--- src/rtl/fpu_issue_ctrl.sv ---
// Operand capture and result sequencing stage in front of the multicycle add/sub datapath.
// Define FPU_NAN_FLAG_EN to add the out_nan result flag.
module fpu_issue_ctrl #(
  parameter int unsigned SETTLE_CYCLES = 2,
  parameter int unsigned CNT_W         = 4
) (
  input  logic        clk,
  input  logic        rst_n,
  input  logic        in_valid,
  output logic        in_ready,
  input  logic [31:0] in_a,
  input  logic [31:0] in_b,
  input  logic        in_sub,
  output logic [31:0] fpu_a,
  output logic [31:0] fpu_b,
  output logic        fpu_sub,
  input  logic [31:0] fpu_out,
  input  logic        fpu_zflag,
  output logic        out_valid,
  input  logic        out_ready,
  output logic [31:0] out_result,
  output logic        out_zflag,
`ifdef FPU_NAN_FLAG_EN
  output logic        out_nan,
`endif
  output logic        busy
);

  typedef enum logic [1:0] {
    IDLE   = 2'd0,
    SETTLE = 2'd1,
    DONE   = 2'd2
  } state_e;

  localparam logic [CNT_W-1:0] CNT_LOAD = CNT_W'(SETTLE_CYCLES - 1);

  state_e           state_q;
  logic [CNT_W-1:0] cnt_q;
  logic [31:0]      fpu_a_q;
  logic [31:0]      fpu_b_q;
  logic             fpu_sub_q;
  logic             out_valid_q;
  logic [31:0]      out_result_q;
  logic             out_zflag_q;
  logic             accept;

  // A finishing result can hand over to the next operation in the same cycle.
  assign in_ready = rst_n & ((state_q == IDLE) | ((state_q == DONE) & out_ready));
  assign accept   = in_valid & in_ready;
  assign busy     = (state_q != IDLE);

  assign fpu_a      = fpu_a_q;
  assign fpu_b      = fpu_b_q;
  assign fpu_sub    = fpu_sub_q;
  assign out_valid  = out_valid_q;
  assign out_result = out_result_q;
  assign out_zflag  = out_zflag_q;

`ifdef FPU_NAN_FLAG_EN
  logic out_nan_q;
  logic nan_d;

  function automatic logic is_nan(input logic [31:0] x);
    return (x[30:23] == 8'hFF) && (x[22:0] != 23'd0);
  endfunction

  assign nan_d   = is_nan(fpu_a_q) | is_nan(fpu_b_q) | is_nan(fpu_out);
  assign out_nan = out_nan_q;

  always_ff @(posedge clk) begin
    if (!rst_n) begin
      out_nan_q <= 1'b0;
    end else if ((state_q == SETTLE) && (cnt_q == '0)) begin
      out_nan_q <= nan_d;
    end
  end
`endif

  // NOTE: every register below uses <= so all of them update from the same pre-edge values.
  always_ff @(posedge clk) begin
    if (!rst_n) begin
      state_q      <= IDLE;
      cnt_q        <= '0;
      fpu_a_q      <= '0;
      fpu_b_q      <= '0;
      fpu_sub_q    <= 1'b0;
      out_valid_q  <= 1'b0;
      out_result_q <= '0;
      out_zflag_q  <= 1'b0;
    end else begin
      if (accept) begin
        fpu_a_q   <= in_a;
        fpu_b_q   <= in_b;
        fpu_sub_q <= in_sub;
        cnt_q     <= CNT_LOAD;
      end
      case (state_q)
        IDLE: begin
          if (accept) state_q <= SETTLE;
        end
        SETTLE: begin
          if (cnt_q != '0) begin
            cnt_q <= cnt_q - 1'b1;
          end else begin
            out_result_q <= fpu_out;
            out_zflag_q  <= fpu_zflag;
            out_valid_q  <= 1'b1;
            state_q      <= DONE;
          end
        end
        DONE: begin
          if (out_ready) begin
            out_valid_q <= 1'b0;
            state_q     <= accept ? SETTLE : IDLE;
          end
        end
        default: state_q <= IDLE;
      endcase
    end
  end

endmodule

--- config.mk ---
export PLATFORM = sky130hd
export DESIGN_NAME = fpu_issue_ctrl
export DESIGN_NICKNAME = d
export VERILOG_FILES = /design/src/rtl/fpu_issue_ctrl.sv
export SDC_FILE = /design/constraint.sdc
export NUM_CORES = 1
export LEC_CHECK = 0
export CAP_MARGIN = 20
export CORE_ASPECT_RATIO = 0.75
export CORE_MARGIN = 3
export CORE_UTILIZATION = 37
export DETAILED_ROUTE_END_ITERATION = 12
export PLACE_DENSITY = 0.77
export SYNTH_ARGS = -nofsm -noshare
export SYNTH_HDL_FRONTEND = slang
export SYNTH_SLANG_ARGS = --single-unit
--- constraint.sdc ---
create_clock -name clk -period 1.3 [get_ports clk]
set_input_delay 0.26 -clock clk [delete_from_list [all_inputs] [get_ports clk]]
set_output_delay 0.26 -clock clk [all_outputs]
set_load 0.005 [all_outputs]
### Word-level counts from Yosys, hierarchy flattened

Cells that the tools add are included.

| storage, ports and cells | value |
|---|---|
| memories | 0 |
| memory bits (read-only) | 0 |
| input port bits | 102 |
| output and inout bits | 101 |
| memory bits (writable) | 0 |
| word-level logic and storage cells | 37 |
| register bits after elaboration | 105 |
| bits in latches | 0 |

| cells by class | value |
|---|---|
| order comparisons | 0 |
| muxes and demuxes | 11 |
| bitwise operators | 5 |
| reductions and logical operators | 7 |
| divide/modulo/power cells | 0 |
| multipliers | 0 |
| equal/unequal tests | 5 |
| shifts and indexed selects | 0 |
| add/subtract/negate cells | 1 |

Operators with widths:

| operator | count |
|---|---|
| two-way mux 4 bit | 3 |
| two-way mux 2 bit | 3 |
| inequality test 2 bit (second input constant) | 3 |
| one-hot mux 2 bit (3 select lines) | 1 |
| AND reduction 3 bit | 2 |
| nonzero test 2 bit | 2 |
| nonzero test 4 bit | 1 |
| subtractor 4 x 1 -> 4 bit (second input constant) | 1 |
| bitwise AND 1 bit | 3 |
| two-way mux 1 bit | 3 |
| equality test 2 x 1 -> 1 bit (second input constant) | 1 |
| equality test 2 bit (second input constant) | 1 |
| zero test 2 bit | 1 |
| one-hot mux 1 bit (2 select lines) | 1 |
| AND reduction 2 bit | 1 |
| inverter 1 bit | 1 |
| bitwise OR 1 bit | 1 |

### Depth between registers and ports, before layout

Gate-level depths: netlist (run 1).

| depth | value |
|---|---|
| word-level depth | 8 |
| depth in mapped cells | 7 |
| depth with buffers taken out | 5 |

### Worst setup path before layout (run 1)

No wires, ideal clock.

| path | value |
|---|---|
| kind | register -> register |
| start | register cnt_q[0] |
| end | register out_result_q[10], in the netlist out_result[10] |
| arrival | 1.329 ns |
| period minus slack after synthesis | 1.400 ns |
| stages on the path, launching flop included | 8 |
| data required time | 1.230 ns |
| slack | -0.100 ns |
| library setup time | 0.070 ns |
| path buffers | 2 |
| cell sequence | dfxtp_1 -> inv_1 -> ha_1 -> nor2b_1 -> buf_2 -> clkbuf_1 -> nand3_1 -> a21oi_1 |

| between the ends | value |
|---|---|
| longest elaborated chain between the ends | 3 |

RTL lines:

| item | line | source |
|---|---|---|
| start, declared | 38 | `logic [CNT_W-1:0] cnt_q;` |
| start signal, assigned | 103 | `cnt_q <= cnt_q - 1'b1;` |
| nonzero test 4 bit | 102 | `if (cnt_q != '0) begin` |
| inverter 1 bit (no line) | -- |  |
| AND reduction 2 bit (no line) | -- |  |
| end signal, assigned | 105 | `out_result_q <= fpu_out;` |
| end, declared | 43 | `logic [31:0] out_result_q;` |

Every way passes these cells.
A chain may end at the register's enable or synchronous reset.

### Worst setup path after layout (run 1)

| path | value |
|---|---|
| start | register state_q[0] |
| end | register out_result_q[13], in the netlist out_result[13] |

| between the ends | value |
|---|---|
| longest elaborated chain between the ends | 2 |

RTL lines:

| item | line | source |
|---|---|---|
| start, declared | 37 | `state_e state_q;` |
| start signal, assigned | 114 | `state_q <= accept ? SETTLE : IDLE;` |
| equality test 2 x 1 -> 1 bit | 97 | `case (state_q)` |
| AND reduction 2 bit (no line) | -- |  |

Every way passes these cells.

==> results of run 1 <==
-- placed cells by master (no fill, tap or decap), drive strengths merged, types with 3 or more instances in the layout --
master / netlist / routed
nand2b: 5 / 5
dlygate4sd2: 0 / 100
a21oi: 37 / 37
clkbuf: 13 / 16
nand2: 68 / 68
mux2i: 65 / 65
o21ai: 34 / 34
buf: 19 / 45
inv: 69 / 69
nand3: 34 / 35
or3b: 2 / 3
nor2b: 3 / 3
dfxtp: 105 / 105
clkdlybuf4s50: 0 / 99
-- critical path: cells and delay by family (launching register included) --
family          cells  cell delay, ps
flops               1             340
compound gates      2             320
simple gates        1             490
buf+inv             2             200
-- flip-flops by register name, summed over array words and instances, names as in the netlist --
name	count
fpu_a	32
out_zflag	1
fpu_b	32
out_result	32
cnt_q	4
state_q	2
fpu_sub	1
out_valid	1
-- stage by stage --
| step | TNS, ps | std cells | worst slack, ps |
|---|---|---|---|
| floorplan | 0 | 471 | 1.57 |
| global placement | -23830 | 799 | -455 |
| detailed placement | -29010 | 799 | -491 |
| CTS | -9110 | 841 | -188 |
| global route | -9970 | 841 | -203 |
| finish | -5200 | 841 | -168 |
-- worst max path at each step --
stage	endpoint	start	slack, ps	depth (start not counted)
6_report	out_result[13]	state_q[0]	-170	5
5_1_grt	busy	state_q[0]	-200	4
4_1_cts	fpu_a[27]	state_q[0]	-190	8
3_5_place_dp	in_ready	out_ready	-490	4
3_3_place_gp	in_ready	out_ready	-450	4
2_1_floorplan	out_result[10]	cnt_q[0]	2	7
-- layout make-up --
class,count,area (µm²)
repair buffers,249,2610
inverters,69,259
fillers,796,3200
clock buffers,12,246
clock inverters,3,17.5
flip-flops and latches,105,2120
well taps,136,170
multi-input cells,267,2030
-- kinds of logic (layout without fill, tap and decap cells) --
| group | Yosys count | after routing | share of synthesized area, % |
|---|---|---|---|
| buf+inv | 101 | 333 | 10.3 |
| simple gates | 122 | 124 | 13.7 |
| compound gates | 77 | 77 | 9.71 |
| flops | 105 | 105 | 50.4 |
| fa+ha+maj | 1 | 1 | 0.300 |
| mux | 65 | 65 | 15.6 |
-- power by group --
group          switching, µW  internal (µW)
clock                   1120           1340
combinational            747            972
sequential               119           3440
total                   1990           5750
-- layer usage --
layer  track usage [%]  routed length [µm]
met1              24.2                5790
met3              8.04                1430
met5                 0                  17
met2              35.9                7030
met4              7.10                 316
-- timing repair --
action,CTS,global route
pin swaps,6,22
setup endpoints to repair,204,107
setup buffers,15,7
gates cloned,13,3
gates resized for setup,152,72
hold buffers,0,0
==> metrics.yaml, run 1 <==
worst_setup_path:
  cp-end-kind: "register"
  timing.rr.start: "state_q[0]"
  arrival_ps: 1690
  reg2reg_to: "out_result[13]"
  required_ps: 1520
  path_cells: "buf_6, buf_4, or3b_4, o21ai_1, a21oi_2"
  reg2reg_slack_ps: -170
  slowest_stage: "or3b_4"
  critPathMaxFanout: 16
  worst_setup_path_start_kind: "register"
  ff2ff_path_depth: 5
  cp_slowest_stage_delay_ps: 490
  crit_type: "reg2reg"
timing:
  clock.fmax_ghz: 0.681
  min_period_over_period_pct: 113
  finalCriticalPeriod_ps: 1470
  worstMarginPinSlew_ps: 384
  drv_slew: 0
  whs_ps: 424
  max-slew-margin-rel_pct: 74.4
  finalSetupViolations: 79
  hold_violations: 0
  layout_setup_ws_ps: -168
  finalClockSkew_ps: 5.70
  grt_setup_unrepaired: "yes"
die:
  ioPinCount: 203
  initial_core_util_pct: 39.2
  die_h_um: 98.0
  rows: 32
  dieArea_um2: 12600
  core_area_um2: 10700
  die_w_um: 129
synth:
  synth_area_leaders: "dfxtp_1, mux2i_1, inv_1"
  synth_edf_count: 0
  syn-num-nets: 574
  yosysWarnings: 0
  synth.top_cell.area_share_pct: 50.4
  synthFlopType: "dfxtp_1"
  synth_area_um2: 4170
  ys_types: 31
  synthCells: 471
  synth-seq-cells: 105
  synthTopCellsByCount: "dfxtp_1, inv_1, nand2_1"
  yosys.area.top_type: "dfxtp_1"
  synth_most_common_cell: "dfxtp_1"
  synth_async_sr_flop_share_pct: 0
  seq_area_frac_synth_pct: 50.4
  syn_area_per_cell_um2: 8.86
cells_and_area:
  num_antenna_cells: 0
  nets: 804
  areaGrowthSynthToFinish_pct: 78.5
  drive_gt1_share_pct: 19.1
  postLayoutCellArea_um2: 7450
  fin_util_pct: 70.0
global_routing:
  grt_pass1_vias: 4225
  grt_pass1_wl_um: 21200
  grt-ovfl-total: 0
  grt_start_max_net_pins: 37
  antenna_found_initial: 1
  grtUsageTotal_pct: 21.1
power_and_ir_drop:
  p_leak_uw: 0.00372
  peakVddDrop_mv: 0.730
  total_power_uw: 7740
  power-per-cell-area_nw_per_um2: 1040
placement:
  dpl_cell_area_um2: 6460
  routabilityCongestion: 0.758
  dp_hpwl_um: 8860
  portBuffers: 202
outcome:
  status: "complete, but fails checks"
  violations: "setup timing"
routing:
  route.detailed.wl_per_inst_um: 17.3
  antenna_left: 0
  wl_um: 14600
  route.detailed.drc: 0
  first_pass_iters: 4
  drt_iter0_markers: 155
  num_vias: 4180
  via_per_inst: 4.97
cts:
  clock_latency_ps: 330
  cts_inserted_buffers: 9
  clkTransAtPathRegs_ps: 70
  numClockSinks: 105
  cts_tree: "done"
  clockRootBuffer: "clkbuf_16"
  cts_max_level: 3
  cts_buffer_depth: 2
min_path:
  worstHoldEndpoint: "state_q[1]"
  hold_path.class: "in2reg"
  min_path_cells: 3
  hold_start: "out_ready"
flow_run:
  drv_cap: 0
Power figures use the tool's default switching activity.
==> run 2: changes to the inputs <==
- SLEW_MARGIN: unset -> 20
==> results of run 2 <==
No change in the layout: final DEF, timing and power equal those of run 1.
==> run 3: changes to the inputs <==
- ABC_CLOCK_PERIOD_IN_PS: unset -> 1300
==> results of run 3 <==
No change in the layout: final DEF, timing and power equal those of run 1.
